File: config.mk
export PLATFORM = sky130hd
export DESIGN_NAME = sms_pow_seq
export DESIGN_NICKNAME = d
export VERILOG_FILES = /design/src/rtl/sms_pow_seq.sv
export SDC_FILE = /design/constraint.sdc
export NUM_CORES = 1
export LEC_CHECK = 0
export ABC_AREA = 1
export BUFFER_PORTS_ARGS = -buffer_cell sky130_fd_sc_hd__buf_4
export CORE_MARGIN = 4
export CORE_UTILIZATION = 34
export CTS_CLUSTER_DIAMETER = 30
export CTS_CLUSTER_SIZE = 30
export DETAILED_ROUTE_END_ITERATION = 8
export RECOVER_POWER = 100
export SYNTH_ARGS = -nofsm -noshare
export SYNTH_HDL_FRONTEND = slang
export SYNTH_SLANG_ARGS = --single-unit
File: constraint.sdc
create_clock -name clk -period 2.8 [get_ports clk]
set_clock_uncertainty 0.1 [all_clocks]
set_input_delay 0.14 -clock clk [delete_from_list [all_inputs] [get_ports clk]]
set_output_delay 0.14 -clock clk [all_outputs]
set_load 0.01 [all_outputs]
File: src/rtl/sms_pow_seq.sv
// Constant-time GF(2^N) power map y = x^e, MSB-first square-and-multiply, one exponent bit per clock (N-cycle latency).
// Valid/ready on both sides; holds result under backpressure. Optional affine parity term under SMS_POW_AFFINE_EN.
module sms_pow_seq #(
  parameter int unsigned    N        = 6,
  parameter logic [N:0]     POLY     = 7'b1000011,
  parameter logic [N-1:0]   AFF_MASK = 6'b010100
) (
  input  logic         clk,
  input  logic         rst,
  input  logic         in_valid,
  output logic         in_ready,
  input  logic [N-1:0] in_x,
  input  logic [N-1:0] in_e,
  output logic         out_valid,
  input  logic         out_ready,
  output logic [N-1:0] out_y
);

  localparam int unsigned CW = (N > 1) ? $clog2(N) : 1;
  localparam logic [N-1:0] ONE = N'(1);

`ifdef SMS_POW_AFFINE_EN
  localparam logic AFF_EN = 1'b1;
`else
  localparam logic AFF_EN = 1'b0;
`endif

  typedef enum logic [1:0] {
    IDLE = 2'd0,
    RUN  = 2'd1,
    DONE = 2'd2
  } state_t;

  state_t         state_q, state_d;
  logic [N-1:0]   acc_q, acc_d;
  logic [N-1:0]   x_r_q, x_r_d;
  logic [N-1:0]   e_r_q, e_r_d;
  logic [CW-1:0]  cnt_q, cnt_d;
  logic [N-1:0]   out_y_q, out_y_d;

  logic [N-1:0]   acc_sq;
  logic [N-1:0]   mul_op;
  logic [N-1:0]   acc_step;
  logic           aff_t;

  // Shift-and-add multiply; the partial multiplicand is reduced by POLY each step.
  function automatic logic [N-1:0] gf_mul(input logic [N-1:0] a, input logic [N-1:0] b);
    logic [N-1:0] p;
    logic [N-1:0] aa;
    p  = '0;
    aa = a;
    for (int i = 0; i < int'(N); i++) begin
      if (b[i]) p = p ^ aa;
      aa = aa[N-1] ? ((aa << 1) ^ POLY[N-1:0]) : (aa << 1);
    end
    return p;
  endfunction

  // Multiply by x or by 1 is always evaluated so every RUN cycle costs the same.
  always_comb begin
    acc_sq   = gf_mul(acc_q, acc_q);
    mul_op   = e_r_q[cnt_q] ? x_r_q : ONE;
    acc_step = gf_mul(acc_sq, mul_op);
    aff_t    = (^(x_r_q & AFF_MASK)) & AFF_EN;
  end

  always_comb begin
    state_d   = state_q;
    acc_d     = acc_q;
    x_r_d     = x_r_q;
    e_r_d     = e_r_q;
    cnt_d     = cnt_q;
    out_y_d   = out_y_q;
    in_ready  = 1'b0;
    out_valid = 1'b0;

    case (state_q)
      IDLE: begin
        in_ready = 1'b1;
        if (in_valid) begin
          x_r_d   = in_x;
          e_r_d   = in_e;
          acc_d   = ONE;
          cnt_d   = CW'(N - 1);
          state_d = RUN;
        end
      end
      RUN: begin
        acc_d = acc_step;
        cnt_d = cnt_q - CW'(1);
        if (cnt_q == '0) begin
          out_y_d = acc_step ^ {N{aff_t}};
          state_d = DONE;
        end
      end
      DONE: begin
        out_valid = 1'b1;
        if (out_ready) state_d = IDLE;
      end
      default: state_d = IDLE;
    endcase
  end

  always_ff @(posedge clk or posedge rst) begin
    if (rst) begin
      state_q <= IDLE;
      acc_q   <= '0;
      x_r_q   <= '0;
      e_r_q   <= '0;
      cnt_q   <= '0;
      out_y_q <= '0;
    end else begin
      state_q <= state_d;
      acc_q   <= acc_d;
      x_r_q   <= x_r_d;
      e_r_q   <= e_r_d;
      cnt_q   <= cnt_d;
      out_y_q <= out_y_d;
    end
  end

  assign out_y = out_y_q;

endmodule

* Word-level counts from Yosys, hierarchy flattened *
Cells that the tools add are included.

storage, ports and cells
  flip-flop bits (word level) = 29
  bits in latches = 0
  bits in writable memories = 0
  ROM bits = 0
  bits of input ports = 16
  output and inout bits = 8
  word-level logic and storage cells = 75
  memories = 0

operators by class
  add/subtract/negate cells = 1
  multiply operators = 0
  divide/modulo/power cells = 0
  magnitude comparators = 1
  eq/ne operators = 5
  shifts and indexed selects = 0
  multiplexer cells = 35
  bitwise gates (word level) = 20
  reductions and logical operators = 7

operators with widths
  kind                 count
  $mux 6               14
  $xor 6x6->6          10
  $mux 2               13
  $not 2->2            10
  $pmux 6 s2           1
  $ne 2x2->1 const B   3
  $pmux 2 s3           1
  $pmux 3 s2           1
  $reduce_and 2->1     3
  $lt 3x4->1 const B   1
  $bmux 1 s3           1
  $logic_not 3->1      1
  $mux 1               3
  $mux 3               1
  $reduce_and 3->1     1
  $sub 3x1->3 const B  1
  $eq 2x1->1 const B   1
  $eq 2x2->1 const B   1
  $logic_not 2->1      1
  $reduce_bool 2->1    1

* Depth between registers and ports, before layout *
  depth in word-level cells = 25
  mapped depth = 19
  gate-level depth less buffers = 18

* Least setup slack after synthesis *
Ideal clock, no wire load.

  path kind = flip-flop to flip-flop
  start = register acc_q[5]
  end = register out_y_q[3], in the netlist out_y[3]
  library setup time = 117 ps
  arrival = 1,932 ps
  required time = 2,583 ps
  path slack = 652 ps
  stages on the path, launching flop included = 18
  buffers on the path = 0
  period minus slack after synthesis = 2,148 ps
  path through = dfrtp_1 ha_1 inv_2 nand2_2 nand3_1 nand2_1 nand2_1 nand2_4 inv_2 nand2_2 nand2_2 nand2_1 xor2_1 inv_1 nand2_1 nand2_1 nand2_1 nand2_1

on the way
  longest elaborated chain between the ends = 19
  elaborated cells between the ends (all ways) = 31
  classes of those cells = mux: 17; bitwise: 14

RTL lines
  what                                             line    RTL
  start, declared                                  35      logic [N-1:0] acc_q, acc_d;
  start signal, assigned                           107     acc_q <= '0;
  start signal, assigned                           114     acc_q <= acc_d;
  $mux 2                                           54      aa = aa[N-1] ? ((aa << 1) ^ POLY[N-1:0]) : (aa << 1);
  $xor 6x6->6 / $not 2->2 (equally long branches)  --
  $mux 6 / $mux 2 (equally long branches)          53, 54
  $xor 6x6->6                                      53      if (b[i]) p = p ^ aa;
  $mux 6                                           53
  $xor 6x6->6                                      53
  $mux 6                                           53
  $xor 6x6->6                                      53
  [... 3 more ...]                                 --
  $xor 6x6->6 / $not 2->2 (equally long branches)  --
  $mux 6 / $mux 2 (equally long branches)          53, 54
  $xor 6x6->6                                      53
  $mux 6                                           53
  $xor 6x6->6                                      53
  $mux 6                                           53
  $xor 6x6->6                                      53
  $mux 6 *                                         53
  end signal, assigned                             118     out_y_q <= out_y_d;
  end, declared                                    39      logic [N-1:0] out_y_q, out_y_d;

Mark *: on every way between the ends. The rest lies on a longest branch, timed or not.
A chain may end at the register's enable or synchronous reset.

* Worst setup path in the final report *
  start = register acc_q[5]
  end = register acc_q[4]

on the way
  longest elaborated chain between the ends = 18
  elaborated cells between the ends (all ways) = 30
  classes of those cells = mux: 17; bitwise: 13

RTL lines
  what                                             line    RTL
  $mux 2                                           54
  $xor 6x6->6 / $not 2->2 (equally long branches)  --
  $mux 6 / $mux 2 (equally long branches)          53, 54
  $xor 6x6->6                                      53
  $mux 6                                           53
  $xor 6x6->6                                      53
  $mux 6 *                                         53
  $xor 6x6->6                                      53
  [... 2 more ...]                                 --
  $mux 6                                           53
  $xor 6x6->6 / $not 2->2 (equally long branches)  --
  $mux 6 / $mux 2 (equally long branches)          53, 54
  $xor 6x6->6                                      53
  $mux 6                                           53
  $xor 6x6->6                                      53
  $mux 6 *                                         53
  $pmux 6 s2 *                                     77      case (state_q)

Marked as above.

==> impl_metrics.tcl <==
set metrics [dict create \
    crit_family "simple AND/OR/NAND/NOR gates" \
    clockBufferDepth 2 \
    cts_resized 0 \
    syn_area_per_cell_um2 6.346 \
    nNetsFinal 419 \
    n_fill_cell 685 \
    hold_violations 0 \
    insertion_delay_ns 0.28 \
    path_buf_inv 1 \
    hold_buffers 9 \
    crit_start "acc_q[5]" \
    post-cts-setup-buffers 0 \
    end_kind "flop" \
    fmax_ghz 0.3953 \
    die_x_um 90.09 \
    viasPerCell 4.897 \
    regToRegSetupSlack_ns 0.27 \
    synth_top_family_by_area "simple AND/OR/NAND/NOR gates" \
    hold_ws_ns 0.01073 \
    synth_ff_type "dfrtp_1" \
    diodes 0 \
    grt_max_degree 30 \
    drt_iter0_drc 148 \
    die_y_um 90.09 \
    layout_setup_ws_ns 0.2702 \
    core_mm2 0.006459 \
    ys_seq_area_share_pct 31.68 \
    post-synth-top-area-fraction_pct 31.68 \
    antenna_left 0 \
    worstPathCellList "ha_1, inv_1, nand2_2, nand3_1, nand2_1, nand2_1, nand2_2, nand2_1, nand2_2, nand2_1, xnor2_1, nand3_1, nand3_1, nand2_1" \
    cp.required_ns 2.87 \
    clk_pin_slew_ns 0.06 \
    rows 29 \
    dp_slack_ns 0.3664 \
    path_common_cell "nand2_1" \
    synthAdderAreaFrac_pct 1.638 \
    min_path_type "in -> reg" \
    track_usage_pct 15.23 \
    cts_root_buf "clkbuf_8" \
    violations "capacitance limit, slew limit" \
    grt.overflow.total 0 \
    grt_pass1_vias 2219 \
    startpoint_type "flop" \
    drv_cap 1 \
    setup_violations 0 \
    fin_crit_ns 2.530 \
    status "finished with violations" \
    htreeDepth 2 \
    slowest_stage "dfrtp_1" \
    syn_inst 361 \
    rsz0062_at_grt "no" \
    syn_area_mm2 0.002291 \
    muxShareOfSynthArea_pct 3.441 \
    synth.distinct_cells 28 \
    syn_nets 380 \
    wirelength_mm 5.962 \
    ioPinCount 24 \
    synth-edff-count 0 \
    area_growth_pct 17.09 \
    crit_type "reg -> reg" \
    tightest_slew_ns 1.599 \
    cts_tree "done" \
    synthTopCellsByArea "dfrtp_1 (32%), nand2_1 (24%), nand3_1 (10%), inv_1 (6.4%), nor2_1 (3.8%)" \
    layout-drive-gt1-share_pct 13.97 \
    antenna_found_initial 0 \
    finalWeightedCongestion 0.9188 \
    slew_headroom_pct -6.579 \
    crit_arrival_ns 2.60 \
    holdPathStages 3 \
    detailed_place_hpwl_mm 4.579 \
    crit_fanout 8 \
    r2r-end "acc_q[4]" \
    yosys.area_share.simple_pct 46.42 \
    die_area_mm2 0.008115 \
    slowest_delay_ns 0.47 \
    synth_area_leader_cell "dfrtp_1" \
    path_depth 14 \
    ys_warn_count 0 \
    hold_path_end "e_r_q[1]" \
    fin_tns_setup_ns 0 \
    rr_worst_depth 14 \
    hold_start "in_e[1]" \
    synth_compound_area_share_pct 5.516 \
    grt_pass1_wl_mm 10.26 \
    avgRoutedWirePerCell_um 12.47 \
    start_util_pct 35.47 \
    dp.cells 461 \
    synthArstFlopShare_pct 100.0 \
    post-route-period-util_pct 90.35 \
    r2r_start "acc_q[5]" \
    dr.pass1.iters 4 \
    fin_cells 478 \
    drv_slew 30 \
    vias 2341 \
    io_buffers 23 \
    clock_sinks 29 \
    synthXorXnorAreaFrac_pct 1.912 \
    cts_buffers 5 \
    ys_ff_latch 29 \
    drc 0 \
]
## flip-flops by register name, indices dropped and copies added, names as in the netlist
name / count
acc_q: 6
out_y: 6
x_r_q: 6
cnt_q: 3
e_r_q: 6
state_q: 2
## worst register-to-register path, cell delays in order (launching register included)
cell and delay, ns:
dfrtp_1 0.47, ha_1 0.41, inv_1 0.08, nand2_2 0.12, nand3_1 0.10, nand2_1 0.07
nand2_1 0.07, nand2_2 0.15, nand2_1 0.09, nand2_2 0.12, nand2_1 0.09, xnor2_1 0.22
nand3_1 0.13, nand3_1 0.14, nand2_1 0.06
## layer usage
| metal | vias up | share of wire (%) | GRT usage, % |
|---|---|---|---|
| li1 | 1217 | - | - |
| met1 | 1071 | 47 | 20.41 |
| met2 | 44 | 48 | 25.26 |
| met3 | 9 | 3.9 | 2.337 |
| met4 | 0 | 1.6 | 4.592 |
| met5 | - | 0 | 0 |
## synth_stat cells, drive strengths merged (3+ instances only)
cell type  count
nand4          5
nand2        161
dfrtp         29
o21ai         12
ha             3
buf            4
nand3         46
inv           46
mux2           7
a21oi          7
xnor2          3
nor2          25
## per-stage QoR
stage                     area (µm²)  util, %
after floorplan                 2291        -
after global placement          2559    39.62
after detailed placement        2559    39.62
after CTS                       2731    42.29
after global routing            2683    41.53
final                           2683    41.53
## placed cells by master, fill, tap and decap left out, types with 6 or more instances in the layout
cell and instances:
nand2_1 144, nand3_1 46, inv_1 40, dfrtp_1 29, nor2_1 24, buf_4 16, nand2_2 13, clkbuf_1 12
dlygate4sd3_1 9, o21ai_0 8, mux2_2 7, inv_2 6, a21oi_1 6
## how the worst max path moves through the flow
stage | end | slack [ns]
2_1_floorplan | out_y[3] | 0.65
6_report | acc_q[4] | 0.27
5_1_grt | acc_q[0] | 0.04
3_3_place_gp | acc_q[2] | 0.42
4_1_cts | acc_q[4] | 0.35
3_5_place_dp | acc_q[4] | 0.37
## final cells by class
cell class | instances | area (µm²) | share of cell area (%)
multi-input cells | 280 | 1343 | 50.05
flip-flops and latches | 29 | 725.7 | 27.05
repair buffers | 37 | 259.0 | 9.655
inverters | 47 | 176.4 | 6.576
well taps | 77 | 96.34 | 3.591
clock buffers | 6 | 72.57 | 2.705
clock inverters | 2 | 10.01 | 0.3731
## cells by family (layout without fill, tap and decap cells)
| family | count (synthesis) | after routing |
|---|---|---|
| flops | 29 | 29 |
| simple gates | 242 | 242 |
| buf+inv | 52 | 92 |
| mux | 7 | 7 |
| xor+xnor | 5 | 5 |
| compound gates | 23 | 23 |
| fa+ha+maj | 3 | 3 |
Power is not shown: default switching activity piles up to over one toggle a cycle in this logic, so the estimate is an artifact.
